**src/rtl/rle_run_tracker.sv**
```systemverilog
// Streaming per-line longest-run tracker for NUM_CH binary colour masks.
// Bridges background gaps up to MAX_GAP pixels and drops runs shorter than MIN_RUN.
module rle_run_tracker #(
  parameter int unsigned IMAGE_W = 640,
  parameter int unsigned IMAGE_H = 480,
  parameter int unsigned NUM_CH  = 3,
  parameter int unsigned MIN_RUN = 60,
  parameter int unsigned MAX_GAP = 2,
  localparam int unsigned XW = $clog2(IMAGE_W + 1),
  localparam int unsigned YW = (IMAGE_H > 1) ? $clog2(IMAGE_H) : 1
) (
  input  logic                 CLK,
  input  logic                 RST,
  input  logic                 pix_valid,
  input  logic                 pix_sof,
  input  logic [NUM_CH-1:0]    pix_in,
  output logic                 line_valid,
  output logic [YW-1:0]        line_idx,
  output logic                 frame_done,
  output logic [NUM_CH-1:0]    run_found,
  output logic [NUM_CH*XW-1:0] run_start,
  output logic [NUM_CH*XW-1:0] run_len
);

  localparam int unsigned GW = $clog2(MAX_GAP + 2);
  localparam logic [XW-1:0] X_LAST  = XW'(IMAGE_W - 1);
  localparam logic [YW-1:0] Y_LAST  = YW'(IMAGE_H - 1);
  localparam logic [GW-1:0] GAP_SAT = GW'(MAX_GAP + 1);
  localparam logic [GW-1:0] GAP_MAX = GW'(MAX_GAP);

  // Position counters
  logic [XW-1:0] x_q;
  logic [YW-1:0] y_q;

  // Per-channel run state
  logic          open_q  [NUM_CH];
  logic [XW-1:0] cs_q    [NUM_CH];
  logic [XW-1:0] lf_q    [NUM_CH];
  logic [GW-1:0] gap_q   [NUM_CH];
  logic [XW-1:0] bs_q    [NUM_CH];
  logic [XW-1:0] bl_q    [NUM_CH];

  logic          open_d  [NUM_CH];
  logic [XW-1:0] cs_d    [NUM_CH];
  logic [XW-1:0] lf_d    [NUM_CH];
  logic [GW-1:0] gap_d   [NUM_CH];
  logic [XW-1:0] bs_d    [NUM_CH];
  logic [XW-1:0] bl_d    [NUM_CH];
  logic          close_c [NUM_CH];
  logic [XW-1:0] clen_c  [NUM_CH];

  // Registered results
  logic                 line_valid_q;
  logic [YW-1:0]        line_idx_q;
  logic                 frame_done_q;
  logic [NUM_CH-1:0]    run_found_q;
  logic [NUM_CH*XW-1:0] run_start_q;
  logic [NUM_CH*XW-1:0] run_len_q;

  logic [XW-1:0]        x_cur_c;
  logic [YW-1:0]        y_cur_c;
  logic                 last_c;
  logic [NUM_CH-1:0]    found_c;
  logic [NUM_CH*XW-1:0] start_c;
  logic [NUM_CH*XW-1:0] len_c;

  assign line_valid = line_valid_q;
  assign line_idx   = line_idx_q;
  assign frame_done = frame_done_q;
  assign run_found  = run_found_q;
  assign run_start  = run_start_q;
  assign run_len    = run_len_q;

  // Per-pixel run update; a start-of-frame pixel sees cleared state.
  always_comb begin
    x_cur_c = pix_sof ? '0 : x_q;
    y_cur_c = pix_sof ? '0 : y_q;
    last_c  = (x_cur_c == X_LAST);
    found_c = '0;
    start_c = '0;
    len_c   = '0;
    for (int c = 0; c < NUM_CH; c++) begin
      open_d[c]  = pix_sof ? 1'b0 : open_q[c];
      cs_d[c]    = pix_sof ? '0 : cs_q[c];
      lf_d[c]    = pix_sof ? '0 : lf_q[c];
      gap_d[c]   = pix_sof ? '0 : gap_q[c];
      bs_d[c]    = pix_sof ? '0 : bs_q[c];
      bl_d[c]    = pix_sof ? '0 : bl_q[c];
      close_c[c] = 1'b0;

      if (pix_in[c]) begin
        if (!open_d[c]) begin
          open_d[c] = 1'b1;
          cs_d[c]   = x_cur_c;
        end
        lf_d[c]  = x_cur_c;
        gap_d[c] = '0;
      end else if (open_d[c]) begin
        if (gap_d[c] != GAP_SAT) begin
          gap_d[c] = gap_d[c] + GW'(1);
        end
        if (gap_d[c] > GAP_MAX) begin
          close_c[c] = 1'b1;
        end
      end

      // End of line forces a close; a gap close on the same pixel is the same event.
      if (last_c && open_d[c]) begin
        close_c[c] = 1'b1;
      end
      if (close_c[c]) begin
        open_d[c] = 1'b0;
        gap_d[c]  = '0;
      end

      clen_c[c] = lf_d[c] - cs_d[c] + XW'(1);
      if (close_c[c] && (clen_c[c] > bl_d[c])) begin
        bs_d[c] = cs_d[c];
        bl_d[c] = clen_c[c];
      end

      if (32'(bl_d[c]) >= MIN_RUN) begin
        found_c[c]            = 1'b1;
        start_c[c*XW +: XW]   = bs_d[c];
        len_c[c*XW +: XW]     = bl_d[c];
      end
    end
  end

  // State and result registers
  always_ff @(posedge CLK) begin
    if (RST) begin
      x_q          <= '0;
      y_q          <= '0;
      line_valid_q <= 1'b0;
      line_idx_q   <= '0;
      frame_done_q <= 1'b0;
      run_found_q  <= '0;
      run_start_q  <= '0;
      run_len_q    <= '0;
      for (int c = 0; c < NUM_CH; c++) begin
        open_q[c] <= 1'b0;
        cs_q[c]   <= '0;
        lf_q[c]   <= '0;
        gap_q[c]  <= '0;
        bs_q[c]   <= '0;
        bl_q[c]   <= '0;
      end
    end else begin
      line_valid_q <= 1'b0;
      frame_done_q <= 1'b0;
      if (pix_valid) begin
        for (int c = 0; c < NUM_CH; c++) begin
          open_q[c] <= open_d[c];
          cs_q[c]   <= cs_d[c];
          lf_q[c]   <= lf_d[c];
          gap_q[c]  <= gap_d[c];
          bs_q[c]   <= last_c ? '0 : bs_d[c];
          bl_q[c]   <= last_c ? '0 : bl_d[c];
        end
        if (last_c) begin
          x_q          <= '0;
          y_q          <= (y_cur_c == Y_LAST) ? '0 : y_cur_c + YW'(1);
          line_valid_q <= 1'b1;
          line_idx_q   <= y_cur_c;
          frame_done_q <= (y_cur_c == Y_LAST);
          run_found_q  <= found_c;
          run_start_q  <= start_c;
          run_len_q    <= len_c;
        end else begin
          x_q <= x_cur_c + XW'(1);
          y_q <= y_cur_c;
        end
      end
    end
  end

endmodule
```
**config.mk**
```make
export PLATFORM = sky130hd
export DESIGN_NAME = rle_run_tracker
export DESIGN_NICKNAME = d
export VERILOG_FILES = /design/src/rtl/rle_run_tracker.sv
export SDC_FILE = /design/constraint.sdc
export NUM_CORES = 1
export LEC_CHECK = 0
export BUFFER_PORTS_ARGS = -buffer_cell sky130_fd_sc_hd__buf_2
export CORE_MARGIN = 2
export CORE_UTILIZATION = 40
export CTS_CLUSTER_DIAMETER = 60
export CTS_CLUSTER_SIZE = 30
export DETAILED_ROUTE_END_ITERATION = 8
export PLACE_DENSITY = 0.68
export SYNTH_ARGS = -nofsm -noshare
export SYNTH_HDL_FRONTEND = slang
export SYNTH_SLANG_ARGS = --single-unit
```
**constraint.sdc**
```tcl
create_clock -name CLK -period 9.1 [get_ports CLK]
set_clock_uncertainty 0.15 [all_clocks]
set_input_delay 0.91 -clock CLK [delete_from_list [all_inputs] [get_ports CLK]]
set_output_delay 0.91 -clock CLK [all_outputs]
set_load 0.005 [all_outputs]
```
-- Word-level counts from Yosys, hierarchy flattened
Memories as Yosys holds them, arrays and structs flattened.
Cells that the tools add are included.
- output and inout bits: 74
- bits in writable memories: 129
- input bits: 7
- memories: 6
- register bits: 93
- memories (name ; words ; bits a word ; rd ports ; clocked after Yosys merged registers in ; wr ports ; line ; source):
    bl_q ; 3 ; 10 ; 3 ; 0 ; 3 ; 41 ; logic [XW-1:0] bl_q [NUM_CH];
    bs_q ; 3 ; 10 ; 3 ; 0 ; 3 ; 40 ; logic [XW-1:0] bs_q [NUM_CH];
    cs_q ; 3 ; 10 ; 3 ; 0 ; 3 ; 37 ; logic [XW-1:0] cs_q [NUM_CH];
    lf_q ; 3 ; 10 ; 3 ; 0 ; 3 ; 38 ; logic [XW-1:0] lf_q [NUM_CH];
    gap_q ; 3 ; 2 ; 3 ; 0 ; 3 ; 39 ; logic [GW-1:0] gap_q [NUM_CH];
    open_q ; 3 ; 1 ; 3 ; 0 ; 3 ; 36 ; logic open_q [NUM_CH];
- reduce and logical (&&, ||, !) cells: 9
- muxes and demuxes: 113
- add/sub/neg operators: 11
- bitwise operators: 20
- eq/ne operators: 5
- order comparisons: 9
- operator list (cell ; count):
    2-to-1 mux 10 bit ; 53
    2-to-1 mux 2 bit ; 24
    adder 10 x 1 -> 10 bit, second input constant ; 4
    2-to-1 mux 1 bit ; 33
    >= comparator 10 x 6 -> 1 bit, second input constant ; 3
    > comparator 10 bit ; 3
    subtractor 10 bit ; 3
    2-to-1 mux 9 bit ; 3
    OR 1 bit ; 18
    equality test 10 bit, second input constant ; 1
    adder 9 x 1 -> 9 bit, second input constant ; 1
    equality test 9 bit, second input constant ; 1
    adder 2 x 1 -> 2 bit, second input constant ; 3
    > comparator 2 bit, second input constant ; 3
    logical AND 1 bit ; 6
    != test 2 bit, second input constant ; 3
    OR reduction 3 bit ; 1
    inverter 1 bit ; 2
    AND reduction 2 bit ; 1
    OR reduction 2 bit ; 1

-- Logic depth before layout (Yosys ltp)
- depth after elaboration: 14
- mapped depth: 25

-- Worst setup path before layout
OpenSTA, ideal clock, no wires.
- path kind: input to register
- from: input pix_sof
- to: memory bl_q[0][5] (netlist name), data pin
- setup slack: 2.212 ns
- arrival time: 6.472 ns
- buffers on the path: 8
- data required time: 8.684 ns
- library setup time: 0.266 ns
- cell stages on the path: 24
- cells stage by stage: buf_2 buf_1 clkbuf_1 clkbuf_1 buf_1 buf_1 nor2_1 ha_1 fa_1 a21o_1 a211o_1 a2111oi_0 nor3_1 xnor2_1 ha_1 nand4_1 nor3_1 a221oi_1 a32oi_1 clkbuf_1 clkbuf_1 a21oi_1 a31oi_1 nor2_1
- RTL lines (element ; line ; source):
    start: declaration ; 15 ; input logic pix_sof,
    end: declaration ; 41 ;

==> qor.txt <==
=====================================================================================
Distinct cell type count of the synthesized netlist                                76
Startpoint of the worst-slack reg-to-reg timing path                     open_q[0][0]$_SDFFCE_PP0P_
Number of enable flip-flop cells after synthesis                                  129
Buffer depth of the longest clock path                                              3
Quantity of hold-fixing buffers added after cts                                     0
Final slew viol count                                                               0
Final Cell Area                                                            13680 um^2
Setup TNS after final layout                                                     0 ns
Relative slew slack                                                            0.1968
Power density over the cells                                             173.5 nW/um^2
Sum of net half-perimeters after detailed placement                          19340 um
Root buffer cell                                                         sky130_fd_sc_hd__clkbuf_16
Count of state elements after synthesis                                           222
Most common library cell in the layout ignoring fill and taps            sky130_fd_sc_hd__nor2_1
Maximum achievable frequency                                               0.1455 GHz
Worst hold path stage count                                                         2
Setup repair after global routing missed its margin                             false
Detailed Routing Iterations Pass 1                                                  5
Yosys synthesis warning count                                                       0
Final core utilization                                                         0.4496
Worst EP required                                                             9.31 ns
DRT Wirelength                                                               28680 um
TritonCTS clock tree                                                             done
H-tree depth reported by CTS                                                        1
Clock latency of the later-clocked register in the worst-skew pair            0.53 ns
Type of the worst setup path                                             input port to register
Post-Syn Instances                                                               1265
Synth Net Count                                                                  1357
Total power consumption of the routed design                                 2.374 mW
Number of inserted diodes                                                           0
Number of maximum-capacitance violations                                            0
Worst IR Drop VDD                                                         0.0001163 V
Topmost layer with routed signal wires                                           met5
Pin count of the biggest net entering global routing                               83
Io pins                                                                            81
Std-Cell Core Area                                                         30430 um^2
Number of standard-cell rows in the floorplan                                      64
Sum of met2 wire segment lengths after detailed routing                      12620 um
Most used cells in the layout excluding fill and tap cells               sky130_fd_sc_hd__nor2_1, sky130_fd_sc_hd__nand2_1, sky130_fd_sc_hd__edfxtp_1
X dimension of the die                                                       179.4 um
Die area                                                                   32180 um^2
Synth Area per Inst                                                        9.727 um^2
Initial antenna violation count                                                     1
Height of the chip                                                           179.4 um
Share of the yosys chip area belonging to registers                            0.4661
Final routed DRC violation total                                                    0
Status                                                                   finished, final reports clean
Post-route clock period utilization                                            0.7551
First-pass GRT wire length                                                   46700 um
Hold path startpoint                                                     run_start[12]$_SDFFE_PP0P_
Global placer's final weighted congestion                                      0.8580
Clock-pin slew of the registers on the worst-case setup and hold paths        0.07 ns
Startpoint class of the critical path                                      input port
Via count of the first global-routing pass                                       9033
Number of nets in the finished design                                            1387
Final Setup Violations                                                              0
Slew at the pin closest to its max-slew limit                                1.200 ns
Tot GR Track Use                                                               0.1793
Predominant post-synthesis flop cell                                     sky130_fd_sc_hd__edfxtp_1
Total clock sinks                                                                 222
Placed cell area                                                           12950 um^2
Fraction of final layout cells with drive strength greater than 1              0.1511
Routed length on met1                                                        13500 um
Via count of the routed design                                                   9351
Number of hold violations in the final report                                       0
Layout overhead on the synthesized area                                        11.20%
Worst setup path startpoint                                                   pix_sof
Starting DRC count in detailed routing                                            679
Mapped Area                                                                12300 um^2
Via-to-Cell Ratio                                                               5.481
Ys async rst share                                                                  0
Overflow left after global routing                                                  0
Routed wire length per instance                                              16.81 um
Endpoint arrival time on the critical path                                    7.09 ns
Number of cell instances on the worst register-to-register path                    21
Port Buffers                                                                       80
Total of cells resized after clock tree synthesis                                   0
Worst min-delay path class                                               register to register
Number of buffers created by CTS                                                   21
Sum of met3 wire segment lengths after detailed routing                       1863 um
Number of post-CTS setup repair buffers                                             0
Critical Path Fanout Max                                                           56
Clock period minus worst slack                                               6.872 ns
Initial core utilization                                                       0.4044
Endpoint class of the critical path                                          register
Final antenna-violating net count                                                   0
P_leak                                                                       5.476 nW
=====================================================================================
==> synth_stat cells (all sizes together), types with 2 or more instances <==
master | n | area, um^2
nor2 | 188 | 705.7
nand2 | 138 | 520.5
edfxtp | 129 | 3874
dfxtp | 93 | 1862
ha | 82 | 1026
o21ai | 67 | 376.6
a21oi | 61 | 316.6
mux2i | 52 | 520.5
clkbuf | 51 | 191.4
nor3 | 46 | 230.2
inv | 44 | 165.2
buf | 34 | 182.7
mux2 | 28 | 315.3
a31oi | 22 | 137.6
o31ai | 22 | 224.0
nor2b | 19 | 118.9
xnor2 | 18 | 157.7
a211oi | 17 | 140.1
nand3 | 16 | 85.08
a21o | 12 | 90.09
nor3b | 11 | 87.58
and3 | 9 | 56.30
nand2b | 9 | 56.30
nand4 | 9 | 56.30
nor4 | 9 | 71.32
xor2 | 9 | 78.83
nand3b | 6 | 45.04
o211ai | 6 | 58.81
o21a | 6 | 45.04
and2 | 5 | 31.28
and4 | 4 | 35.03
o41ai | 4 | 35.03
a2111oi | 3 | 26.28
a221oi | 3 | 32.53
a311oi | 3 | 26.28
fa | 3 | 60.06
or3 | 3 | 23.77
a22o | 2 | 17.52
o21bai | 2 | 15.01
o311ai | 2 | 25.03
or4 | 2 | 18.77
==> where the power goes <==
group,internal (mW),switching (mW)
Sequential,1.09,0.0141
Clock,0.505,0.437
Combinational,0.121,0.205
Total,1.72,0.656
==> final timing paths <==
| kind | end | slack, ns |
|---|---|---|
| worst max-delay path | run_found[0]$_SDFFE_PP0P_ | 2.23 |
| worst min-delay path | run_start[12]$_SDFFE_PP0P_ | 0.30 |
| worst max register to register | run_found[0]$_SDFFE_PP0P_ | 2.47 |
| worst min register to register | run_start[12]$_SDFFE_PP0P_ | 0.30 |
==> area by class of cell <==
type / instances / area (um^2)
timing repair buffer: 92 / 493.0
clock buffer: 22 / 529.3
sequential: 222 / 5736
fill: 2919 / 16750
clock inverter: 16 / 202.7
multi-input combinational: 914 / 6058
tap: 396 / 495.5
inverter: 44 / 167.7
==> state kept, by name, indices dropped and copies added, names as in the netlist <==
register and cells:
bl_q 30, bs_q 30, cs_q 30, frame_done 1
gap_q 6, lf_q 30, line_idx 9, line_valid 1
open_q 3, run_found 3, run_len 30, run_start 30
x_q 10, y_q 9
==> per-stage QoR <==
step / worst slack, ns / hold slack (ns) / instances
after floorplan: 2.212 / 0.2926 / 1265
after global placement: 2.080 / 0.2828 / 1668
after detailed placement: 1.761 / 0.2864 / 1668
after CTS: 2.294 / 0.3047 / 1706
after global routing: 1.754 / 0.3271 / 1706
final: 2.228 / 0.3015 / 1706
==> critical path, cell delays in order <==
cell	delay [ns]
sky130_fd_sc_hd__buf_4	0.30
sky130_fd_sc_hd__o21ai_2	0.51
sky130_fd_sc_hd__mux2i_1	0.30
sky130_fd_sc_hd__nor2_1	0.09
sky130_fd_sc_hd__ha_1	0.31
sky130_fd_sc_hd__inv_1	0.04
sky130_fd_sc_hd__ha_1	0.22
sky130_fd_sc_hd__fa_1	0.42
sky130_fd_sc_hd__a21o_1	0.19
sky130_fd_sc_hd__a211o_1	0.31
sky130_fd_sc_hd__a2111oi_0	0.41
sky130_fd_sc_hd__nor3_1	0.13
sky130_fd_sc_hd__xnor2_1	0.40
sky130_fd_sc_hd__ha_1	0.23
sky130_fd_sc_hd__nand4_1	0.11
sky130_fd_sc_hd__nor3_1	0.29
sky130_fd_sc_hd__a221oi_1	0.12
sky130_fd_sc_hd__a32oi_1	0.23
sky130_fd_sc_hd__nand2_2	0.27
sky130_fd_sc_hd__nor4_4	1.03
sky130_fd_sc_hd__o21ai_0	0.20
==> cells by family (layout without fill, tap and decap cells) <==
group                      after synthesis  after routing  synth area share
and+or+nand+nor                        478            478            0.1773
AOI/OAI and AO/OA                      243            243            0.1355
adders and majority gates               85             85           0.08827
DFF                                    222            222            0.4661
xor gates and xnor gates                28             28           0.02105
muxes                                   80             80           0.06793
buffers and inverters                  129            174           0.04383
==> metal layers <==
metal / global-route usage / vias up
met1: 0.2515 / 4446
met3: 0.02743 / 53
met5: 0 / -
met2: 0.2861 / 264
met4: 0.05477 / 2
li1: - / 4586
Note: power is estimated with default switching activity, not from simulation.
